## src/rtl/lc3_pkg.sv

```systemverilog
// Shared types and constants for the LC-3 control/execute slice: FSM states,
// opcodes, control-word bit positions and field encodings.
package lc3_pkg;

    typedef enum logic [4:0] {
        S_IDLE, S_F1, S_F2, S_F3, S_DEC,
        S_ALU, S_NOT, S_BR, S_JMP, S_JSR1, S_JSR2, S_LEA,
        S_MARA, S_IND_RD, S_IND_MAR, S_RD, S_WB, S_ST_MDR, S_WR,
        S_TRAP1, S_TRAP2, S_TRAP3, S_TRAP4, S_HALT
    } state_t;

    localparam logic [3:0] OP_BR   = 4'b0000;
    localparam logic [3:0] OP_ADD  = 4'b0001;
    localparam logic [3:0] OP_LD   = 4'b0010;
    localparam logic [3:0] OP_ST   = 4'b0011;
    localparam logic [3:0] OP_JSR  = 4'b0100;
    localparam logic [3:0] OP_AND  = 4'b0101;
    localparam logic [3:0] OP_LDR  = 4'b0110;
    localparam logic [3:0] OP_STR  = 4'b0111;
    localparam logic [3:0] OP_NOT  = 4'b1001;
    localparam logic [3:0] OP_LDI  = 4'b1010;
    localparam logic [3:0] OP_STI  = 4'b1011;
    localparam logic [3:0] OP_JMP  = 4'b1100;
    localparam logic [3:0] OP_LEA  = 4'b1110;
    localparam logic [3:0] OP_TRAP = 4'b1111;

    localparam int CB_DR     = 0;
    localparam int CB_SR2    = 3;
    localparam int CB_SR1    = 6;
    localparam int CB_GATE   = 9;
    localparam int CB_WE     = 11;
    localparam int CB_EN     = 12;
    localparam int CB_ALUK   = 13;
    localparam int CB_ADDR2  = 15;
    localparam int CB_PCMUX  = 17;
    localparam int CB_SR2MUX = 19;
    localparam int CB_ADDR1  = 20;
    localparam int CB_MARMUX = 21;
    localparam int CB_MDRMUX = 22;
    localparam int CB_LDREG  = 23;
    localparam int CB_LDIR   = 24;
    localparam int CB_LDPC   = 25;
    localparam int CB_LDCC   = 26;
    localparam int CB_LDMDR  = 27;
    localparam int CB_LDMAR  = 28;

    localparam logic [1:0] GATE_PC     = 2'b00;
    localparam logic [1:0] GATE_MARMUX = 2'b01;
    localparam logic [1:0] GATE_MDR    = 2'b10;
    localparam logic [1:0] GATE_ALU    = 2'b11;

    localparam logic [1:0] ALUK_ADD  = 2'b00;
    localparam logic [1:0] ALUK_AND  = 2'b01;
    localparam logic [1:0] ALUK_NOT  = 2'b10;
    localparam logic [1:0] ALUK_PASS = 2'b11;

    localparam logic [1:0] A2_ZERO   = 2'b00;
    localparam logic [1:0] A2_SEXT6  = 2'b01;
    localparam logic [1:0] A2_SEXT9  = 2'b10;
    localparam logic [1:0] A2_SEXT11 = 2'b11;

    localparam logic [1:0] PC_INC   = 2'b00;
    localparam logic [1:0] PC_BUS   = 2'b01;
    localparam logic [1:0] PC_ADDER = 2'b10;

    function automatic logic br_taken(input logic [15:0] ir, input logic n, z, p);
        return (ir[11] & n) | (ir[10] & z) | (ir[9] & p);
    endfunction

endpackage

```

## src/rtl/lc3_alu.sv

```systemverilog
// Combinational LC-3 ALU (ADD/AND/NOT/PASS) and the PC/base + offset address adder.
module lc3_alu
    import lc3_pkg::*;
#(
    parameter int W = 16
) (
    input  logic [1:0]   aluk,
    input  logic [W-1:0] alu_a,
    input  logic [W-1:0] alu_b,
    output logic [W-1:0] alu_y,
    input  logic [W-1:0] addr1,
    input  logic [W-1:0] addr2,
    output logic [W-1:0] addr_sum
);

    always_comb begin
        alu_y = alu_a;
        case (aluk)
            ALUK_ADD:  alu_y = alu_a + alu_b;
            ALUK_AND:  alu_y = alu_a & alu_b;
            ALUK_NOT:  alu_y = ~alu_a;
            ALUK_PASS: alu_y = alu_a;
            default:   alu_y = alu_a;
        endcase
    end

    assign addr_sum = addr1 + addr2;

endmodule

```

## src/rtl/lc3_ctrl_exec.sv

```systemverilog
// LC-3 microsequencer with registered 29-bit control word, plus ALU/adder.
// Define LC3_TRAP_EN to execute TRAP; otherwise TRAP halts until reset.
module lc3_ctrl_exec
    import lc3_pkg::*;
#(
    parameter int W    = 16,
    parameter int CW_W = 29
) (
    input  logic            clock,
    input  logic            reset_n,
    input  logic            start,
    input  logic [W-1:0]    ir,
    input  logic            n,
    input  logic            z,
    input  logic            p,
    input  logic            mem_r,
    output logic [CW_W-1:0] signal,
    input  logic [W-1:0]    alu_a,
    input  logic [W-1:0]    alu_b,
    output logic [W-1:0]    alu_y,
    input  logic [W-1:0]    addr1,
    input  logic [W-1:0]    addr2,
    output logic [W-1:0]    addr_sum
);

    state_t          state, nxt;
    logic [CW_W-1:0] cw;
    logic [3:0]      opcode;

    assign opcode = ir[W-1:W-4];

    always_comb begin
        nxt = state;
        case (state)
            S_IDLE:   if (start) nxt = S_F1;
            S_F1:     nxt = S_F2;
            S_F2:     if (mem_r) nxt = S_F3;
            S_F3:     nxt = S_DEC;
            S_DEC: begin
                case (opcode)
                    OP_ADD, OP_AND: nxt = S_ALU;
                    OP_NOT:         nxt = S_NOT;
                    OP_BR:          nxt = S_BR;
                    OP_JMP:         nxt = S_JMP;
                    OP_JSR:         nxt = S_JSR1;
                    OP_LEA:         nxt = S_LEA;
                    OP_LD, OP_LDR, OP_LDI,
                    OP_ST, OP_STR, OP_STI: nxt = S_MARA;
`ifdef LC3_TRAP_EN
                    OP_TRAP:        nxt = S_TRAP1;
`else
                    OP_TRAP:        nxt = S_HALT;
`endif
                    default:        nxt = S_F1;   // reserved opcodes act as NOP
                endcase
            end
            S_JSR1:   nxt = S_JSR2;
            S_MARA: begin
                case (opcode)
                    OP_LDI, OP_STI: nxt = S_IND_RD;
                    OP_ST, OP_STR:  nxt = S_ST_MDR;
                    default:        nxt = S_RD;
                endcase
            end
            S_IND_RD:  if (mem_r) nxt = S_IND_MAR;
            S_IND_MAR: nxt = (opcode == OP_STI) ? S_ST_MDR : S_RD;
            S_RD:      if (mem_r) nxt = S_WB;
            S_ST_MDR:  nxt = S_WR;
            S_WR:      if (mem_r) nxt = S_F1;
`ifdef LC3_TRAP_EN
            S_TRAP1:   nxt = S_TRAP2;
            S_TRAP2:   nxt = S_TRAP3;
            S_TRAP3:   if (mem_r) nxt = S_TRAP4;
`endif
            S_HALT:    nxt = S_HALT;
            default:   nxt = S_F1;
        endcase
    end

    // Control word of the state being entered; it is registered alongside the state.
    always_comb begin
        cw = '0;
        case (nxt)
            S_F1: begin
                cw[CB_GATE +: 2]  = GATE_PC;
                cw[CB_PCMUX +: 2] = PC_INC;
                cw[CB_LDMAR]      = 1'b1;
                cw[CB_LDPC]       = 1'b1;
            end
            S_F2, S_IND_RD, S_RD, S_TRAP3: begin
                cw[CB_EN]    = 1'b1;
                cw[CB_LDMDR] = 1'b1;
            end
            S_F3: begin
                cw[CB_GATE +: 2] = GATE_MDR;
                cw[CB_LDIR]      = 1'b1;
            end
            S_ALU: begin
                cw[CB_DR +: 3]   = ir[11:9];
                cw[CB_SR1 +: 3]  = ir[8:6];
                cw[CB_SR2 +: 3]  = ir[2:0];
                cw[CB_GATE +: 2] = GATE_ALU;
                cw[CB_ALUK +: 2] = (opcode == OP_AND) ? ALUK_AND : ALUK_ADD;
                cw[CB_SR2MUX]    = ir[5];
                cw[CB_LDREG]     = 1'b1;
                cw[CB_LDCC]      = 1'b1;
            end
            S_NOT: begin
                cw[CB_DR +: 3]   = ir[11:9];
                cw[CB_SR1 +: 3]  = ir[8:6];
                cw[CB_GATE +: 2] = GATE_ALU;
                cw[CB_ALUK +: 2] = ALUK_NOT;
                cw[CB_LDREG]     = 1'b1;
                cw[CB_LDCC]      = 1'b1;
            end
            S_BR: begin
                cw[CB_ADDR2 +: 2] = A2_SEXT9;
                cw[CB_PCMUX +: 2] = PC_ADDER;
                cw[CB_LDPC]       = br_taken(ir, n, z, p);
            end
            S_JMP: begin
                cw[CB_SR1 +: 3]   = ir[8:6];
                cw[CB_ADDR1]      = 1'b1;
                cw[CB_ADDR2 +: 2] = A2_ZERO;
                cw[CB_PCMUX +: 2] = PC_ADDER;
                cw[CB_LDPC]       = 1'b1;
            end
            S_JSR1, S_TRAP1: begin
                cw[CB_DR +: 3]   = 3'd7;
                cw[CB_GATE +: 2] = GATE_PC;
                cw[CB_LDREG]     = 1'b1;
            end
            S_JSR2: begin
                cw[CB_SR1 +: 3]   = ir[8:6];
                cw[CB_ADDR1]      = ~ir[11];
                cw[CB_ADDR2 +: 2] = ir[11] ? A2_SEXT11 : A2_ZERO;
                cw[CB_PCMUX +: 2] = PC_ADDER;
                cw[CB_LDPC]       = 1'b1;
            end
            S_LEA: begin
                cw[CB_DR +: 3]    = ir[11:9];
                cw[CB_GATE +: 2]  = GATE_MARMUX;
                cw[CB_ADDR2 +: 2] = A2_SEXT9;
                cw[CB_LDREG]      = 1'b1;
            end
            S_MARA: begin
                cw[CB_GATE +: 2] = GATE_MARMUX;
                cw[CB_LDMAR]     = 1'b1;
                if (opcode == OP_LDR || opcode == OP_STR) begin
                    cw[CB_SR1 +: 3]   = ir[8:6];
                    cw[CB_ADDR1]      = 1'b1;
                    cw[CB_ADDR2 +: 2] = A2_SEXT6;
                end else begin
                    cw[CB_ADDR2 +: 2] = A2_SEXT9;
                end
            end
            S_IND_MAR: begin
                cw[CB_GATE +: 2] = GATE_MDR;
                cw[CB_LDMAR]     = 1'b1;
            end
            S_WB: begin
                cw[CB_DR +: 3]   = ir[11:9];
                cw[CB_GATE +: 2] = GATE_MDR;
                cw[CB_LDREG]     = 1'b1;
                cw[CB_LDCC]      = 1'b1;
            end
            S_ST_MDR: begin
                // store source travels on the SR1 field so the ALU can pass it
                cw[CB_SR1 +: 3]  = ir[11:9];
                cw[CB_GATE +: 2] = GATE_ALU;
                cw[CB_ALUK +: 2] = ALUK_PASS;
                cw[CB_MDRMUX]    = 1'b1;
                cw[CB_LDMDR]     = 1'b1;
            end
            S_WR: begin
                cw[CB_EN] = 1'b1;
                cw[CB_WE] = 1'b1;
            end
            S_TRAP2: begin
                cw[CB_GATE +: 2] = GATE_MARMUX;
                cw[CB_MARMUX]    = 1'b1;
                cw[CB_LDMAR]     = 1'b1;
            end
            S_TRAP4: begin
                cw[CB_GATE +: 2]  = GATE_MDR;
                cw[CB_PCMUX +: 2] = PC_BUS;
                cw[CB_LDPC]       = 1'b1;
            end
            default: cw = '0;
        endcase
    end

    always_ff @(posedge clock) begin
        if (!reset_n) begin
            state  <= S_IDLE;
            signal <= '0;
        end else begin
            state  <= nxt;
            signal <= cw;
        end
    end

    lc3_alu #(.W(W)) u_alu (
        .aluk     (signal[CB_ALUK +: 2]),
        .alu_a    (alu_a),
        .alu_b    (alu_b),
        .alu_y    (alu_y),
        .addr1    (addr1),
        .addr2    (addr2),
        .addr_sum (addr_sum)
    );

endmodule

```

## config.mk

```make
export PLATFORM = sky130hd
export DESIGN_NAME = lc3_ctrl_exec
export DESIGN_NICKNAME = d
export VERILOG_FILES = /design/src/rtl/lc3_pkg.sv /design/src/rtl/lc3_alu.sv /design/src/rtl/lc3_ctrl_exec.sv
export SDC_FILE = /design/constraint.sdc
export NUM_CORES = 1
export LEC_CHECK = 0
export CORE_ASPECT_RATIO = 0.75
export CORE_MARGIN = 3
export CORE_UTILIZATION = 25
export DETAILED_ROUTE_END_ITERATION = 7
export PLACE_DENSITY = 0.63
export SYNTH_ARGS = -nofsm -noshare
export SYNTH_HDL_FRONTEND = slang
export SYNTH_SLANG_ARGS = --single-unit
```

## constraint.sdc

```tcl
create_clock -name clock -period 2.36 [get_ports clock]
set_input_delay 0.236 -clock clock [delete_from_list [all_inputs] [get_ports clock]]
set_output_delay 0.236 -clock clock [all_outputs]
set_load 0.1 [all_outputs]
```

==> impl_metrics.yaml <==
hold_path:
  hold-path-endpoint: "signal[3]"
  timing.hold.worst.start: "ir[0]"
  min_delay_path_depth: 2
  min_path_type: "input pin to flip-flop"
synth:
  synth_area_um2: 3560
  synth_seq_cells: 34
  synth_area_leader_cell: "dfxtp_1"
  synth.top_cells.by_area: "dfxtp_1 19%, ha_1 11%, a21oi_1 6.6%"
  synthDistinctLibCells: 72
  number_of_instances_in_the_synthesized_netlist: 484
  synth_top_cell_area_share: 0.191
  yosysWarnings: 0
  synthArstFlopShare: 0
  syn-mean-instance-area_um2: 7.36
  register_area_share_after_synthesis: 0.191
  synthFlopType: "dfxtp_1"
  synth_edf_count: 0
floorplanning:
  start_util: 0.257
  floorplan.die.width_um: 144
  floorplan.die_area_um2: 15700
  vertical_extent_of_the_die_um: 109
  number_of_cell_rows: 37
  floorplan.core_area_um2: 13800
  io_pins: 148
cts:
  postCtsHoldBufs: 0
  clock_latency_ns: 0.28
  ctsLongestPathBuffers: 2
  cts_tree: "yes"
  cts.root.buffer_cell: "clkbuf_16"
  cts_num_sinks: 34
  clk_pin_slew_worst_paths_ns: 0.06
  number_of_buffers_added_by_the_clock_tree_synthesis_step: 5
  htree_levels: 2
finish:
  layout.cell_area.non_filler_um2: 7700
  seq_area_um2: 693
  areaGrowthSynthToFinish_pct: 116
  finalNonFillerCells: 927
  ant_diodes: 0
  post_route_cells_drive_above_1_share: 0.483
  final_core_utilization: 0.556
  area_used_by_multi_input_combinational_logic_um2: 3760
  fillCellCount: 1204
  final_nets: 871
sta:
  final.period_utilization: 1.14
  setup_slack_ns: -0.331
  setup-violations-final: 15
  hold_viol_final: 0
  fin_skew_ns: 0.00322
  worst-slew-pin-transition_ns: 0.624
  slew-limit-headroom: 0.579
  final_max_slew_viol_count: 0
  final.min_clock_period_ns: 2.69
  rsz0062_at_grt: "true"
  max_freq_ghz: 0.372
routing:
  first_pass_iters: 5
  detail_route.wirelength_um: 14100
  routed_via_density: 5.00
  post_drt_wl_per_cell_um: 15.2
  route.vias.total: 4638
  drt_iter0_drc: 234
  drtAntennaViolNets: 0
  drc: 0
global_routing:
  grt_first_pass_wirelength_um: 21600
  first_global_vias: 4591
  grt_remaining_overflow: 0
  gr-usage-all-layers: 0.167
  grt_antenna_before_repair: 0
  grt_start_max_net_pins: 22
placed_design:
  total_half_perimeter_wirelength_after_legalization_and_detailed_placement_um: 10800
  placement.cell_area_um2: 6720
  gpl.final_weighted_congestion: 0.895
  place.detailed.instances: 895
  port-buffer-count: 145
power:
  static-leakage-power_nw: 3.31
  p_total_mw: 4.53
  power_density_nw_per_um2: 589
  vdd.ir_drop.worst_mv: 0.291
worst_setup_path:
  worst_setup_path_end_kind: "primary output"
  r2r.worst_path.cells: 8
  r2r_setup_slack_ns: 0.03
  timing.rr.end: "signal[16]"
  timing.setup.critical_path_class: "input pin to primary output"
  critical_path.reg2reg.startpoint: "state[4]"
  setup.worst_path.start_class: "input pin"
  critPathRequiredTime_ns: 2.12
  critical_path_peak_fanout: 3
  critical_path_arrival_ns: 2.45
status:
  run_status: "finished with violations"
  violated_checks: "setup timing"
flow_run:
  maxcap_viol_count: 0
where the power goes:
part | switching (mW) | leakage [nW] | total (mW) | internal [mW]
clock | 0.265 | 0.0922 | 0.829 | 0.564
sequential | 0.0190 | 0.279 | 0.615 | 0.596
combinational | 1.77 | 2.94 | 3.09 | 1.32
placed cells by master, fill, tap and decap left out, types with 10 or more instances in the layout:
cell	n
buf_4	155
clkdlybuf4s50_1	44
nor2_1	43
nand2_1	35
buf_12	32
dfxtp_1	28
dlygate4sd2_1	21
a21oi_1	18
a21oi_2	17
xor2_1	17
ha_4	16
buf_6	15
inv_1	14
nand3_1	13
a21oi_4	12
ha_1	12
nor3_1	11
o21ai_1	11
o21a_1	10
layer usage:
layer | up-vias | global-route usage | share of wire
met5 | - | 0 | 0
met4 | 0 | 0.0376 | 0.013
met3 | 16 | 0.0357 | 0.056
met2 | 147 | 0.287 | 0.48
met1 | 2190 | 0.216 | 0.45
li1 | 2285 | - | -
critical path: stages:
cell,delay (ns)
buf_6,0.10
ha_4,0.23
a211o_1,0.26
o211ai_1,0.15
a21oi_2,0.12
a41o_1,0.23
o41ai_4,0.36
o2111ai_2,0.15
a21oi_2,0.26
xnor2_4,0.16
buf_12,0.19
how the worst max path moves through the flow:
stage / endpoint / cells after the start / slack (ns) / start
after floorplan: alu_y[10] / 11 / -0.36 / alu_a[0]
after global placement: addr_sum[15] / 11 / -0.73 / addr1[1]
after detailed placement: addr_sum[15] / 11 / -0.82 / addr1[1]
after CTS: addr_sum[15] / 11 / -0.38 / addr2[1]
after global routing: addr_sum[15] / 11 / -0.41 / addr2[1]
final: addr_sum[15] / 11 / -0.33 / addr2[1]
kinds of logic after synthesis:
| kind of cell | after synthesis | share of synthesized area |
|---|---|---|
| other cells | 1 | 0.00105 |
| simple gates | 188 | 0.270 |
| fa+ha+maj | 33 | 0.120 |
| compound gates | 144 | 0.268 |
| buf+inv | 44 | 0.0520 |
| xor+xnor | 40 | 0.0983 |
| flops | 34 | 0.191 |
final cells by class:
class,instances,area share
Multi-Input combinational cell,407,0.489
Timing Repair Buffer,282,0.358
Sequential cell,34,0.0900
Tap cell,175,0.0284
Clock buffer,6,0.0195
Inverter,21,0.0102
Clock inverter,2,0.00504
metrics by stage:
step                setup WS (ns)  setup TNS, ns  hold slack [ns]
finish                     -0.331          -2.10            0.526
floorplan                  -0.356          -1.43            0.358
CTS                        -0.383          -1.98            0.514
global route               -0.410          -3.99            0.540
global placement           -0.733         -17.93            0.732
detailed placement         -0.819         -19.93            0.726
sequential cells by signal (all words and copies together), names as in the netlist:
register / flops
state: 5
signal: 29
repair_timing:
item / in CTS / in global routing
endpoints found under the setup margin: 41 / 40
setup buffers: 15 / 11
endpoints found under the hold margin: 0 / 0
pin swaps: 68 / 38
cloned: 0 / 0
gates resized for setup: 152 / 67
synth_stat cells (3+ instances only):
| cell | n |
|---|---|
| or4_1 | 4 |
| clkbuf_1 | 10 |
| a31oi_1 | 7 |
| nor3_1 | 16 |
| nor2b_1 | 10 |
| buf_2 | 10 |
| inv_1 | 17 |
| a21o_1 | 5 |
| ha_1 | 31 |
| nor2_1 | 53 |
| xor2_1 | 19 |
| o211ai_1 | 5 |
| xnor2_1 | 21 |
| o21bai_1 | 3 |
| o21ai_0 | 14 |
| nand3_1 | 16 |
| a21oi_1 | 47 |
| or3_1 | 6 |
| a211oi_1 | 8 |
| nor4_1 | 4 |
| and2_1 | 8 |
| and3_1 | 4 |
| nor4_2 | 3 |
| nand2_1 | 39 |
| o21a_1 | 10 |
| a22oi_1 | 3 |
| nand2b_1 | 8 |
| a211o_1 | 4 |
| dfxtp_1 | 34 |
| o21ai_1 | 7 |
(Power assumes the default switching activity.)
